File: config.mk
export PLATFORM = sky130hd
export DESIGN_NAME = cheat_code_loader
export DESIGN_NICKNAME = d
export VERILOG_FILES = /design/src/rtl/cheat_code_loader.sv
export SDC_FILE = /design/constraint.sdc
export NUM_CORES = 1
export LEC_CHECK = 0
export ABC_CLOCK_PERIOD_IN_PS = 19800
export CAP_MARGIN = 30
export CORE_MARGIN = 3
export CORE_UTILIZATION = 58
export CTS_CLUSTER_SIZE = 8
export DETAILED_ROUTE_END_ITERATION = 8
export PLACE_DENSITY_LB_ADDON = 0.3
export SLEW_MARGIN = 10
export SYNTH_ARGS = -nofsm -noshare
export SYNTH_HDL_FRONTEND = slang
export SYNTH_SLANG_ARGS = --single-unit
File: constraint.sdc
create_clock -name clk -period 19.8 [get_ports clk]
set_clock_uncertainty 0.15 [all_clocks]
set_input_delay 3.96 -clock clk [delete_from_list [all_inputs] [get_ports clk]]
set_output_delay 3.96 -clock clk [all_outputs]
set_load 0.05 [all_outputs]
File: src/rtl/cheat_code_loader.sv
// cheat_code_loader: assembles 16-byte cheat records from the HPS ioctl
// byte stream into 129-bit engine code words strobed on code[128].
module cheat_code_loader #(
  parameter logic [7:0] CHEAT_INDEX   = 8'd4,
  parameter int         ADDR_W        = 25,
  parameter int         MAX_CODES     = 32,
  parameter int         STROBE_CYCLES = 2,
  localparam int        CNT_W         = $clog2(MAX_CODES + 1)
) (
  input  logic              clk,
  input  logic              reset,
  input  logic              ioctl_download,
  input  logic [7:0]        ioctl_index,
  input  logic              ioctl_wr,
  input  logic [ADDR_W-1:0] ioctl_addr,
  input  logic [7:0]        ioctl_dout,
  output logic              ioctl_wait,
  output logic [128:0]      code,
  output logic              engine_reset,
  output logic [CNT_W-1:0]  code_count,
  output logic              error
);

  localparam int SW =
    (STROBE_CYCLES > 2) ? $clog2(STROBE_CYCLES) : 1;
  localparam logic [SW-1:0] S_LAST =
    SW'(STROBE_CYCLES - 1);
  localparam logic [SW-1:0] CLR_LAST = SW'(1);
  localparam logic [CNT_W-1:0] CNT_MAX =
    CNT_W'(MAX_CODES);

  typedef enum logic [2:0] {
    IDLE, CLR, COLLECT, STB_HI, STB_LO
  } state_e;

  state_e             state_q, state_d;
  logic [SW-1:0]      cnt_q, cnt_d;
  logic [127:0]       buf_q, buf_d;
  logic [127:0]       code_q, code_d;
  logic [CNT_W-1:0]   count_q, count_d;
  logic               err_q, err_d;
  logic               act_q;

  logic               active;
  logic               rise;
  logic [3:0]         n;
  logic [6:0]         lo;
  logic [127:0]       wbuf;
  logic               unused_addr;

  assign active = ioctl_download &&
                  (ioctl_index == CHEAT_INDEX);
  assign rise   = active && !act_q;
  assign n      = ioctl_addr[3:0];
  // word w lands at 32*(3-w), byte b at 8*b within it
  assign lo     = {~n[3:2], n[1:0], 3'b000};
  assign unused_addr = ^ioctl_addr[ADDR_W-1:4];

  always_ff @(posedge clk or posedge reset) begin
    if (reset) begin
      state_q <= IDLE;
      cnt_q   <= '0;
      buf_q   <= '0;
      code_q  <= '0;
      count_q <= '0;
      err_q   <= 1'b0;
      act_q   <= 1'b0;
    end else begin
      state_q <= state_d;
      cnt_q   <= cnt_d;
      buf_q   <= buf_d;
      code_q  <= code_d;
      count_q <= count_d;
      err_q   <= err_d;
      act_q   <= active;
    end
  end

  always_comb begin
    state_d = state_q;
    cnt_d   = cnt_q;
    buf_d   = buf_q;
    code_d  = code_q;
    count_d = count_q;
    err_d   = err_q;
    wbuf    = buf_q;
    wbuf[lo +: 8] = ioctl_dout;
    if (rise) begin
      state_d = CLR;
      cnt_d   = '0;
    end else begin
      unique case (state_q)
        IDLE: ;
        CLR: begin
          count_d = '0;
          err_d   = 1'b0;
          buf_d   = '0;
          if (cnt_q == CLR_LAST) begin
            state_d = COLLECT;
            cnt_d   = '0;
          end else begin
            cnt_d = cnt_q + 1'b1;
          end
        end
        COLLECT: begin
          if (!active) begin
            state_d = IDLE;
            buf_d   = '0;
          end else if (ioctl_wr) begin
            buf_d = wbuf;
            if (n == 4'hf) begin
              if (count_q < CNT_MAX) begin
                code_d  = wbuf;
                state_d = STB_HI;
                cnt_d   = '0;
              end else begin
                err_d = 1'b1;
              end
            end
          end
        end
        STB_HI: begin
          if (ioctl_wr) err_d = 1'b1;
          if (cnt_q == S_LAST) begin
            state_d = STB_LO;
            cnt_d   = '0;
          end else begin
            cnt_d = cnt_q + 1'b1;
          end
        end
        STB_LO: begin
          if (ioctl_wr) err_d = 1'b1;
          if (cnt_q == S_LAST) begin
            cnt_d = '0;
            if (count_q < CNT_MAX)
              count_d = count_q + 1'b1;
            state_d = active ? COLLECT : IDLE;
          end else begin
            cnt_d = cnt_q + 1'b1;
          end
        end
        default: state_d = IDLE;
      endcase
    end
  end

  always_comb begin
    engine_reset = (state_q == CLR);
    ioctl_wait   = (state_q == STB_HI) ||
                   (state_q == STB_LO);
    code         = {state_q == STB_HI, code_q};
    code_count   = count_q;
    error        = err_q;
  end

endmodule

==> results.md <==
- Antenna violations before repair: 0
- Worst Max-Slew Pin Slew: between 0.8 and 0.9 ns
- Die Area: 22,020 sq um
- Multi-input logic area: 4514 sq um
- Synth cell types: 58
- Syn Area/Cell: 11.47 sq um
- CP Cell Sequence: clkdlybuf4s50_1 -> ha_1 -> nand3_1 -> nor3b_1 -> nand4_4 -> buf_4 -> buf_4 -> nand2_1 -> o21ai_1
- Sequential area share after synthesis: 0.5704
- Post-CTS sizing: 0
- Delay-heaviest family, CP: buffers and inverters
- Critical Path AT: 7.88 ns
- Row count: 51
- Port-buffer cells: 161
- Syn Std Cell Area: 11,760 sq um
- CP Buf/Inv Count: 3
- Seq cells post-synth: 268
- Largest area contributor in the netlist: dfrtp_1
- Clock latency on the worst-skew pair: 0.50 ns
- Register area: 6706 sq um
- Grt ovf: 0
- Vias in the first global route: 8,446
- Die width: 148.4 um
- Period utilization: 0.3881
- CP endpoint kind: flip-flop
- Cell mode on critical path: buf_4
- Final worst slack: 12.12 ns
- Switching part of the total: 0.2109
- Clock Pin Slew Worst Setup and Hold Paths: about 0.040 ns
- Total GRT Usage: 0.2548
- CP required: 19.99 ns
- Share of layout cells above drive strength 1: 0.09225
- Fin area: between 10,000 and 15,000 sq um
- Number of I/O pins: 183
- Synth Net Count: between 1,000 and 1,500
- Power consumption: 1.188 mW
- Hold Crit Class: reg2reg
- Ys async rst share: 1.000
- Min Tclk post-route: slightly below 8 ns
- Routability cong.: between 0.8 and 0.9
- Area of the core: 19,720 sq um
- Power Internal: 937.8 uW
- H-tree lvl count: 2
- Headroom to the max-slew limit: 0.3977
- Total CTS buffers: 39
- Synthesized instance count: 1,025
- Post-place instance area: 13,310 sq um
- Worst slack, placed: 11.69 ns
- Largest net degree at the start of global routing: between 100 and 150
- VDD IR max: about 0.06 mV
- EDFF count, synth: 0
- Hold Path Cell Cnt: 2
- Part of the power in registers: 0.464
- PD cells: 82.42 nW/um^2
- Fin Hold WS: 0.3133 ns
- Final core occ: 0.7313
- Initial Util: 0.5963
- Critical Path Start Type: primary input
- Antenna fix cells: 0
- Final setup vio count: 0
- Crit. path cell count: 9
- Synth top area share: 0.5704
- Leak pwr: 6.706 nW
- Slowest-stage cell, CP: clkdlybuf4s50_1
- CTS Hold Bufs: 0
- CTS tree: done
- Largest cells by area after synthesis: dfrtp_1 57%, a22o_1 10%, mux2i_1 8.2%
- Worst r2r path cells: 7
- TNS Setup: 0 ns
- Root Buffer: clkbuf_16
- Slew Viols, Final: 0
- Nets: between 1,000 and 1,500
- Worst Setup Path Type: in2reg
- Routed WL per cell: 19.34 um
- Clk buf depth: 3
- Post-route ant nets: 0
- Final Hold Violating Endpoints: 0
- DR iter-0 viols: 582
- Critical path fanouts, max: 93
- Post-CTS setup buffer count: 0
- Layout area overhead: 22.63%
- Logic pwr share: 0.042
- Die Ht: ~150 um
- Max stage delay on crit path: 0.90 ns
- Dpl cells: 1,370
- Most common cell after layout, fill and taps aside: dfrtp_1
- Post-DP HPWL: 17,270 um
- First-pass DRT Iterations: 5
- YS warnings: 0
- First-pass GRT wire length: ~45,000 um
- Fin cells: 1,414
- Fill count: 1,338
- P_sw: approximately 250 uW
- Unrepaired setup endpoints after global routing: false
- Primary FF master, synth: dfrtp_1
- Most frequent cells in the layout: 268 x dfrtp_1, 161 x clkdlybuf4s50_1, 136 x a22o_1
- Clock sink count: 268
- Max-cap violations: 0
- Status: finished clean
- Total wire length: 27,340 um
- Vias per cell: 5.955
- Clock group share of total power: 0.495
- Max Fclk: 130.1 MHz
- Vias: between 8,000 and 9,000
- DR DRC count: 0
## layer usage
layer	vias up	global-route usage	share of wire
met5	-	0	0
met4	0	0.06605	0.017
met3	49	0.04144	0.052
met2	255	0.4195	0.49
met1	4195	0.3589	0.44
li1	3921	-	-
## synth_stat cells, types with 3 or more instances
master    instances
dfrtp_1         268
a22o_1          136
nand2_1         123
mux2i_1          96
o21ai_1          65
clkbuf_1         34
buf_2            31
nor2_1           31
a21oi_1          28
o21ai_0          26
nand3_1          21
and2_1           14
o21ai_2          13
buf_6            12
buf_1            11
a32o_1           10
nor2_2           10
and3_1            9
inv_1             8
nor3_1            7
buf_4             5
a21bo_2           4
ha_1              4
nor2b_1           4
a21o_1            3
o211ai_1          3
or2_2             3
or3_1             3
xnor2_1           3
## worst register-to-register path: stages (launching register included)
cell and delay [ns]:
dfrtp_1 0.57, inv_1 0.19, nor3_2 0.51, nand4_4 0.46
buf_4 0.54, buf_4 0.47, nand2_1 0.16, o21ai_1 0.08
## registers in the layout, indices dropped and copies added (netlist names)
signal and flops:
act_q 1, buf_q 128, cnt_q 1, code_count 6
state_q 3, error 1, code_q 128
## kinds of logic after synthesis
group / count (synthesis) / share of synthesized area
DFF: 268 / 0.5704
and+or+nand+nor: 252 / 0.1078
muxes: 96 / 0.08173
buffers and inverters: 103 / 0.04682
xor gates and xnor gates: 5 / 0.003725
adders and majority gates: 4 / 0.004257
AOI/OAI and AO/OA: 297 / 0.1853
## power groups by stage
| stage | Combinational [mW] | Clock [mW] | Sequential (mW) |
|---|---|---|---|
| final | 0.0494 | 0.588 | 0.551 |
| after global routing | 0.0544 | 0.621 | 0.550 |
| after CTS | 0.0487 | 0.596 | 0.551 |
| after detailed placement | 0.0486 | 0 | 0.559 |
| after global placement | 0.0480 | 0 | 0.559 |
| after floorplan | 0.0326 | 0 | 0.560 |
## path summary, 6_finish.rpt
path                                    start    endpoint  slack (ns)
min in group asynchronous               reset  code_q[86]        3.61
worst min-delay path               code_q[41]  code_q[41]        0.31
worst min register to register     code_q[41]  code_q[41]        0.31
worst max register to register     state_q[1]  code_q[17]       16.51
max in group asynchronous               reset  code_q[28]       14.29
worst max-delay path            ioctl_addr[0]  code_q[17]       12.12
## layout make-up
type	count	area share
inverters	9	0.003211
multi-input cells	654	0.3131
repair buffers	176	0.1224
well taps	265	0.02300
flip-flops and latches	268	0.4651
clock buffers	41	0.07116
clock inverters	1	0.002083
Power figures use the tool's default switching activity.
